File: src/rtl/serial_word_tx.sv
// serial_word_tx
//   Parallel-to-serial transmitter for the MSB-first serial bit-stream
//   interface. A word and its bit length are taken over a valid/ready
//   handshake. The word is then sent one bit per transfer, MSB first. Each
//   bit carries the running remainder of the bits sent so far modulo
//   DIVISOR, together with a divisible flag.
//
//   Ports
//     clk, resetn          clock (rising edge); synchronous active-low reset
//     in_valid/in_ready    word handshake
//     in_data, in_len      word, number of bits to send (0 = drop, >WIDTH clamps)
//     out_valid/out_ready  bit handshake
//     out_bit              current serial bit
//     out_first/out_last   bit is MSB / LSB of its word
//     out_rem, out_div     running remainder including out_bit; out_rem == 0
//
//   state | meaning
//   IDLE  | no word loaded, ready for a new word
//   SHIFT | presenting the bits of a loaded word
module serial_word_tx #(
   parameter int WIDTH   = 16,
   parameter int DIVISOR = 3,
   parameter int LEN_W   = $clog2(WIDTH + 1),
   parameter int REM_W   = (DIVISOR <= 2) ? 1 : $clog2(DIVISOR)
) (
   input  logic             clk,
   input  logic             resetn,
   input  logic             in_valid,
   output logic             in_ready,
   input  logic [WIDTH-1:0] in_data,
   input  logic [LEN_W-1:0] in_len,
   output logic             out_valid,
   input  logic             out_ready,
   output logic             out_bit,
   output logic             out_first,
   output logic             out_last,
   output logic [REM_W-1:0] out_rem,
   output logic             out_div
);

   typedef enum logic {IDLE = 1'b0, SHIFT = 1'b1} state_t;

   localparam logic [LEN_W-1:0] WIDTH_L = LEN_W'(WIDTH);
   localparam logic [REM_W:0]   DIV_L   = (REM_W + 1)'(DIVISOR);

   state_t           state_q, state_d;
   logic [WIDTH-1:0] shift_q, shift_d;
   logic [LEN_W-1:0] cnt_q, cnt_d;
   logic             bit_q, bit_d;
   logic             first_q, first_d;
   logic             last_q, last_d;
   logic [REM_W-1:0] rem_q, rem_d;
   logic             div_q, div_d;

   logic [LEN_W-1:0] eff_len;
   logic [WIDTH-1:0] aligned;
   logic             xfer;
   logic             accept;

   // {prefix, b} is 2*prefix + b. It is below 2*DIVISOR, so a single
   // conditional subtract gives the exact remainder.
   function automatic logic [REM_W-1:0] rem_step(input logic [REM_W-1:0] prefix,
                                                 input logic b);
      logic [REM_W:0] acc;
      acc = {prefix, b};
      if (acc >= DIV_L) acc = acc - DIV_L;
      return acc[REM_W-1:0];
   endfunction

   assign in_ready  = resetn && ((state_q == IDLE) || (last_q && out_ready));
   assign out_valid = (state_q == SHIFT);
   assign out_bit   = bit_q;
   assign out_first = first_q;
   assign out_last  = last_q;
   assign out_rem   = rem_q;
   assign out_div   = div_q;

   always_comb begin
      eff_len = (in_len > WIDTH_L) ? WIDTH_L : in_len;
      // Left-justify the word so the next bit to send is always the top bit.
      aligned = in_data << (WIDTH_L - eff_len);
      xfer    = (state_q == SHIFT) && out_ready;
      accept  = in_valid && in_ready;

      state_d = state_q;
      shift_d = shift_q;
      cnt_d   = cnt_q;
      bit_d   = bit_q;
      first_d = first_q;
      last_d  = last_q;
      rem_d   = rem_q;
      div_d   = div_q;

      if (xfer) begin
         if (last_q) begin
            state_d = IDLE;
            cnt_d   = '0;
            bit_d   = 1'b0;
            first_d = 1'b0;
            last_d  = 1'b0;
            rem_d   = '0;
            div_d   = 1'b0;
         end else begin
            bit_d   = shift_q[WIDTH-1];
            shift_d = shift_q << 1;
            cnt_d   = cnt_q - 1'b1;
            first_d = 1'b0;
            last_d  = (cnt_d == LEN_W'(1));
            rem_d   = rem_step(rem_q, shift_q[WIDTH-1]);
            div_d   = (rem_d == '0);
         end
      end

      // A new word overrides the end-of-word return to IDLE, so a word
      // accepted on the last-bit transfer follows with no bubble.
      if (accept && (eff_len != '0)) begin
         state_d = SHIFT;
         bit_d   = aligned[WIDTH-1];
         shift_d = aligned << 1;
         cnt_d   = eff_len;
         first_d = 1'b1;
         last_d  = (eff_len == LEN_W'(1));
         rem_d   = rem_step('0, aligned[WIDTH-1]);
         div_d   = (rem_d == '0);
      end
   end

   always_ff @(posedge clk) begin
      if (!resetn) begin
         state_q <= IDLE;
         shift_q <= '0;
         cnt_q   <= '0;
         bit_q   <= 1'b0;
         first_q <= 1'b0;
         last_q  <= 1'b0;
         rem_q   <= '0;
         div_q   <= 1'b0;
      end else begin
         state_q <= state_d;
         shift_q <= shift_d;
         cnt_q   <= cnt_d;
         bit_q   <= bit_d;
         first_q <= first_d;
         last_q  <= last_d;
         rem_q   <= rem_d;
         div_q   <= div_d;
      end
   end

endmodule

File: config.mk
export PLATFORM = sky130hd
export DESIGN_NAME = serial_word_tx
export DESIGN_NICKNAME = d
export VERILOG_FILES = /design/src/rtl/serial_word_tx.sv
export SDC_FILE = /design/constraint.sdc
export NUM_CORES = 1
export LEC_CHECK = 0
export CELL_PAD_IN_SITES_DETAIL_PLACEMENT = 0
export CELL_PAD_IN_SITES_GLOBAL_PLACEMENT = 1
export CORE_MARGIN = 3
export CORE_UTILIZATION = 45
export CTS_BUF_LIST = sky130_fd_sc_hd__clkbuf_2
export DETAILED_ROUTE_END_ITERATION = 8
export PLACE_DENSITY = 0.94
export SLEW_MARGIN = 20
export SYNTH_ARGS = -nofsm -noshare
export SYNTH_HDL_FRONTEND = slang
export SYNTH_SLANG_ARGS = --single-unit
File: constraint.sdc
create_clock -name clk -period 7 [get_ports clk]
set_input_delay 1.4 -clock clk [delete_from_list [all_inputs] [get_ports clk]]
set_output_delay 1.4 -clock clk [all_outputs]
set_load 0.02 [all_outputs]
==> flow_summary_export.csv, run 1 <==
group,metric,value,unit
sta,final_max_slew_viol_count,0,
setup_path,max_stage_delay,840,ps
clock_tree,h-tree-depth,1,
sta,setup_tns,0,ps
die,start_util,0.4803,
die,dieArea,0.005675,mm2
pwr,power_density,165.0,mW/mm2
setup_path,slowest_stage,"clkdlybuf4s50_1",
setup_path,critPathMaxFanout,18,
die,die_y,75.34,um
final_layout,drive_gt1_frac,0.1055,
final_layout,diodes,0,
sta,max_clock_freq,0.2072,GHz
die,core,0.004504,mm2
global_routing,antenna_found_initial,0,
setup_path,crit_family,"buffers and inverters",
setup_path,cp-end-kind,"output port",
yosys,synth-async-reset-ratio,0,
yosys,synth_edf_count,0,
yosys,synthMuxAreaShare,0.2186,
setup_path,crit_top_cell,"clkdlybuf4s50_1",
yosys,synth_area,0.002163,mm2
die,io_pins,33,
setup_path,cp.required,5600,ps
pwr,vdd_drop_max,0.08677,mV
yosys,yosys.area.top_type,"dfxtp_1",
yosys,synth_seq_area_share,0.2499,
route,drt-initial-drc-count,142,
final_layout,final_cell_count_no_fill,327,
yosys,ys_top_cells_by_count,"o21ai_0, dfxtp_1, nor2_1",
place,port_buffers,32,
setup_path,path_class,"primary input to output port",
clock_tree,cts_sinks,27,
clock_tree,worstSkewPairLatency,360,ps
clock_tree,cts_made_buffers,3,
place,dp_slack,2051,ps
setup_path,start_kind,"primary input",
yosys,synth_top_area_frac,0.2499,
yosys,postSynth.topFlopCell,"dfxtp_1",
sta,rsz0062_at_grt,"false",
yosys,synthXorXnorAreaFrac,0.01215,
setup_path,cp.arrival,3430,ps
route,wirelength,5745,um
yosys,syn_area_per_cell,8.619,um2
clock_tree,cts_resized,0,
yosys,synth_compound_area_frac,0.2701,
die,die_w,75.34,um
route,wl_per_cell,17.57,um
sta,relSlewSlack,0.2626,
final_layout,fillers,447,
yosys,synthAdderAreaFrac,0.03470,
global_routing,gr-usage-all-layers,0.2120,
pwr,power,414.7,uW
clock_tree,clk_pin_slew,270,ps
yosys,ys_warn_count,0,
final_layout,syn_to_final_growth,16.19,%
clock_tree,ctsHoldBuffers,0,
place,gp_congestion,0.8930,
outcome,status,"completed",
pwr,p_leak,0.0009129,uW
yosys,synthCells,251,
global_routing,grt_max_degree,22,
route,routed_via_density,6.294,
global_routing,grt_pass1_wl,9370,um
place,dp.cells,323,
clock_tree,post-cts-setup-buffers,0,
yosys,synth_most_common_cell,"o21ai_0",
clock_tree,cts-root-buf,"clkbuf_2",
route,route.vias.total,2058,
yosys,ys_ff_latch,27,
global_routing,grt_overflow,0,
setup_path,critical_path.cell_chain,"clkdlybuf4s50_1, inv_1, nor2_1, clkdlybuf4s50_1",
sta,hold_slack,471.9,ps
sta,fin_skew,23.51,ps
yosys,synth_top_family_by_area,"compound AO/OA/AOI/OAI gates",
sta,setup_ws,2173,ps
setup_path,path_buf_inv,3,
route,ant_nets,0,
yosys,synthTopCellsByArea,"dfxtp_1, mux4_2, o21ai_0",
final_layout,layout.nets,307,
min_path,min_path_type,"register to register",
job,timing.max_cap.violations,0,
clock_tree,cts_buffer_depth,2,
sta,fin_crit,4827,ps
clock_tree,cts_tree,"done",
sta,fin_crit_sh,0.6896,
route,drc_errors,0,
sta,worst_pin_slew,1098,ps
yosys,synth_cell_type_count,49,
die,rows,24,
global_routing,grt_pass1_vias,1943,
sta,hold_violations,0,
yosys,synthSimpleGateAreaFrac,0.1683,
place,place_hpwl,4295,um
sta,setup_viol,0,
route,dr.pass1.iters,4,
yosys,synth.net_count,282,
worst paths after layout:
check,startpoint,depth (start not counted),slack [ps],endpoint
hold reg to reg,out_first,2,470,out_first
setup reg to reg,out_last,5,4930,shift_q[5]
hold / removal,out_first,2,470,out_first
setup / recovery,resetn,4,2170,in_ready
through the flow:
| step | area [um2] | util |
|---|---|---|
| final | 2514 | 0.5581 |
| after global routing | 2514 | 0.5581 |
| after CTS | 2506 | 0.5564 |
| after detailed placement | 2486 | 0.5519 |
| after global placement | 2486 | 0.5519 |
| after floorplan | 2163 | - |
power by group:
part	leakage, uW	switching [uW]	internal, uW	total, uW
Clock	0.0000166	46.6	15.1	61.6
Combinational	0.000674	89.3	79.3	169
Sequential	0.000223	13.4	171	184
placed cells by master, fill, tap and decap left out, types with 2 or more instances in the layout:
| cell type | instances |
|---|---|
| clkbuf_2 | 4 |
| nor3_1 | 11 |
| nor2_1 | 19 |
| o211a_1 | 2 |
| nand3_1 | 3 |
| and3b_1 | 2 |
| mux2i_1 | 11 |
| o21ai_0 | 33 |
| nand3b_1 | 3 |
| a31oi_1 | 4 |
| a311o_1 | 2 |
| nand2_1 | 16 |
| nand2b_1 | 6 |
| a22oi_1 | 5 |
| o31a_1 | 2 |
| a211o_1 | 2 |
| or3_1 | 2 |
| mux2_2 | 7 |
| a21oi_1 | 17 |
| inv_1 | 8 |
| nor2b_1 | 2 |
| dfxtp_1 | 27 |
| o21bai_1 | 2 |
| o21a_1 | 3 |
| xnor2_1 | 2 |
| ha_1 | 6 |
| a211oi_1 | 8 |
| mux4_2 | 12 |
| o2bb2ai_1 | 2 |
| nor4b_1 | 2 |
| clkdlybuf4s50_1 | 32 |
worst register-to-register path: stages (launching register included):
cell and delay (ps):
dfxtp_1 550, a21boi_0 210, nor2_1 600, nand3_1 250, a211o_1 280, a21oi_1 120
sequential cells by signal, indices dropped and copies added, names as in the netlist:
name / flops
shift_q: 15
out_div: 1
out_rem: 2
out_last: 1
cnt_q: 5
out_valid: 1
out_first: 1
out_bit: 1
layout make-up:
cell class                      instances  area [um2]  share of cell area
Clock buffer                            4       20.02            0.007964
Inverter                                8       30.03             0.01195
Multi-Input combinational cell        203        1530              0.6088
Sequential cell                        27       540.5              0.2150
Tap cell                               52       65.06             0.02588
Timing Repair Buffer                   33       327.8              0.1304
per-layer routing:
layer	routed length, um	GRT usage	share of wire
met1	2593	0.2931	0.45
met2	2810	0.3538	0.49
met3	244	0.02902	0.042
met4	97	0.04660	0.017
met5	0	0	0
cell families (layout without fill, tap and decap cells):
| kind of cell | after synthesis | in the layout |
|---|---|---|
| adders and majority gates | 6 | 6 |
| muxes | 31 | 31 |
| DFF | 27 | 27 |
| and+or+nand+nor | 72 | 72 |
| xor gates and xnor gates | 3 | 3 |
| buffers and inverters | 21 | 45 |
| AOI/OAI and AO/OA | 91 | 91 |
No activity file was read; power rests on OpenSTA's default activity.
==> run 2: changes to the inputs <==
--- a/config.mk
+++ b/config.mk
@@ -8,10 +8,10 @@
 export CELL_PAD_IN_SITES_DETAIL_PLACEMENT = 0
 export CELL_PAD_IN_SITES_GLOBAL_PLACEMENT = 1
 export CORE_MARGIN = 3
-export CORE_UTILIZATION = 45
+export CORE_UTILIZATION = 42
 export CTS_BUF_LIST = sky130_fd_sc_hd__clkbuf_2
 export DETAILED_ROUTE_END_ITERATION = 8
-export PLACE_DENSITY = 0.94
+export PLACE_DENSITY = 0.89
 export SLEW_MARGIN = 20
 export SYNTH_ARGS = -nofsm -noshare
 export SYNTH_HDL_FRONTEND = slang
==> constraint.sdc (replaced) <==
create_clock -name clk -period 4.6 [get_ports clk]
set_input_delay 0.92 -clock clk [delete_from_list [all_inputs] [get_ports clk]]
set_output_delay 0.92 -clock clk [all_outputs]
set_load 0.02 [all_outputs]
==> run 2 against run 1 <==
  * Combinational power grew 56%
  * Register-to-register slack lost 2300 ps
  * Clock-buffer cell count fell by 1
  * Sequential share of layout area shrank 0.41 points
  * First-iteration DRC count fell by 36%
  * Highest routed layer unchanged
==> flow_summary_export.csv, run 2 (synthesis results as in run 1) <==
group,metric,value,unit
outcome,status,"completed",
route,wl_met1,2541,um
place,dp.cells,343,
final_layout,final_cell_mix,"o21ai_0, clkdlybuf4s50_1, dfxtp_1, nor2_1, a21oi_1",
die,rows,25,
pwr,p_int,405.3,uW
setup_path,rr_endpoint,"shift_q[15]",
route,wirelength,5921,um
place,place_hpwl,4481,um
clock_tree,cts_tree,"done",
pwr,p_sw_frac,0.3676,
route,met2RoutedLength,2904,um
clock_tree,worstSkewPairLatency,390,ps
sta,worst_pin_slew,660.1,ps
final_layout,fillers,501,
final_layout,layout.nets,312,
pwr,power,640.9,uW
setup_path,critPathMaxFanout,18,
route,dr.pass1.iters,4,
sta,fin_crit,3541,ps
pwr,clockPowerShare,0.151,
setup_path,slowest_stage,"clkdlybuf4s50_1",
die,die_y,77.77,um
sta,rsz0062_at_grt,"false",
pwr,vdd_drop_max,0.1402,mV
pwr,combPwrFrac,0.412,
final_layout,syn_to_final_growth,18.45,%
clock_tree,cts_resized,0,
pwr,power_density,250.1,mW/mm2
global_routing,antenna_found_initial,0,
sta,setup_viol,0,
setup_path,cp.depth,4,
sta,relSlewSlack,0.5566,
sta,hold_violations,0,
pwr,seqPwrFrac,0.437,
final_layout,final_common_cell,"o21ai_0",
route,ant_nets,0,
setup_path,ff2ff_setup_slack,2610,ps
sta,max_clock_freq,0.2824,GHz
setup_path,crit_top_cell,"clkdlybuf4s50_1",
job,timing.max_cap.violations,0,
clock_tree,ctsHoldBuffers,0,
setup_path,crit_family,"buffers and inverters",
die,die_w,77.77,um
clock_tree,cts_sinks,27,
pwr,p_leak,0.0009356,uW
route,routed_via_density,6.176,
route,dr.max_layer_used,"met4",
global_routing,gr-usage-all-layers,0.1990,
pwr,p_sw,235.6,uW
setup_path,cp.required,3680,ps
setup_path,critical_path.cell_chain,"clkdlybuf4s50_1, inv_1, nor2_1, clkdlybuf4s50_1",
sta,fin_skew,12.43,ps
die,dieArea,0.006048,mm2
route,wl_per_cell,17.06,um
final_layout,largest_register_ffs,15,
clock_tree,cts_buffer_depth,2,
setup_path,path_class,"primary input to output port",
clock_tree,post-cts-setup-buffers,0,
final_layout,post-route-util,0.5285,
setup_path,path_buf_inv,3,
final_layout,fin_area,0.002562,mm2
final_layout,drive_gt1_frac,0.1179,
min_path,min_path_type,"register to register",
die,io_pins,33,
place,gp_congestion,0.8718,
setup_path,worstSetupStartpoint,"resetn",
setup_path,start_kind,"primary input",
route,drc_errors,0,
sta,fin_crit_sh,0.7698,
final_layout,diodes,0,
setup_path,rr_startpoint,"out_last",
place,place_area,0.002542,mm2
final_layout,final_cell_count_no_fill,347,
clock_tree,cts-root-buf,"clkbuf_2",
global_routing,grt_pass1_wl,9804,um
setup_path,cp.arrival,2620,ps
die,core,0.004848,mm2
final_layout,largest-register,"shift_q",
route,drt-initial-drc-count,91,
route,wl_met3,311,um
global_routing,grt_pass1_vias,2039,
global_routing,grt_max_degree,21,
route,route.vias.total,2143,
place,port_buffers,32,
setup_path,max_stage_delay,840,ps
setup_path,cp-end-kind,"output port",
sta,final_max_slew_viol_count,0,
setup_path,reg2reg_depth,5,
die,start_util,0.4462,
sta,setup_tns,0,ps
setup_path,cp-endpoint,"in_ready",
clock_tree,clk_pin_slew,270,ps
clock_tree,h-tree-depth,1,
global_routing,grt_overflow,0,
clock_tree,cts_made_buffers,3,
[run 2: cell types whose count changed in the layout (fill, tap and decap cells not counted)]
cell      delta
buf_4        +5
clkinv_2     +1
xor2_1       +1
xor2_2       -1
clkbuf_2     -1
[run 2: worst register-to-register path: stages, from the launching register on]
cell and delay [ps]:
dfxtp_1 560, a21bo_2 210, nand3_1 280, nor3_1 490, a22oi_1 210, a31oi_1 190
[run 2: stage by stage]
stage / hold slack (ps) / setup slack (ps)
3_3_place_gp: 449.5 / 761.7
4_1_cts: 486.4 / 1069
3_5_place_dp: 455.9 / 696.8
5_1_grt: 519.3 / 949.7
6_report: 477.8 / 1059
2_1_floorplan: 447.1 / 1531
[run 2: how the worst min path moves through the flow]
stage               start          to  cells after the start
2_1_floorplan  shift_q[1]  shift_q[1]                      2
3_3_place_gp    out_first   out_first                      2
3_5_place_dp    out_first   out_first                      2
4_1_cts         out_first   out_first                      2
5_1_grt        shift_q[1]  shift_q[1]                      2
6_report        out_first   out_first                      2
[run 2: layer usage]
| metal | track usage | up-vias |
|---|---|---|
| li1 | - | 1027 |
| met1 | 0.2500 | 1027 |
| met2 | 0.3399 | 69 |
| met3 | 0.03480 | 20 |
| met4 | 0.07117 | 0 |
| met5 | 0 | - |
[run 2: power by group through the flow]
stage	registers (uW)	clock network, uW	logic [uW]
finish	280	96.8	264
global route	285	109	289
CTS	280	99.4	263
detailed placement	285	0	261
global placement	284	0	257
floorplan	285	0	174
[run 2: final cells by class]
type                       count  area [um2]  area share
inverter                       8       30.03     0.01172
multi-input combinational    203        1523      0.5942
clock buffer                   3       15.01    0.005859
sequential                    27       540.5      0.2109
timing repair buffer          38       365.4      0.1426
clock inverter                 1       5.005    0.001953
tap                           67       83.83     0.03271
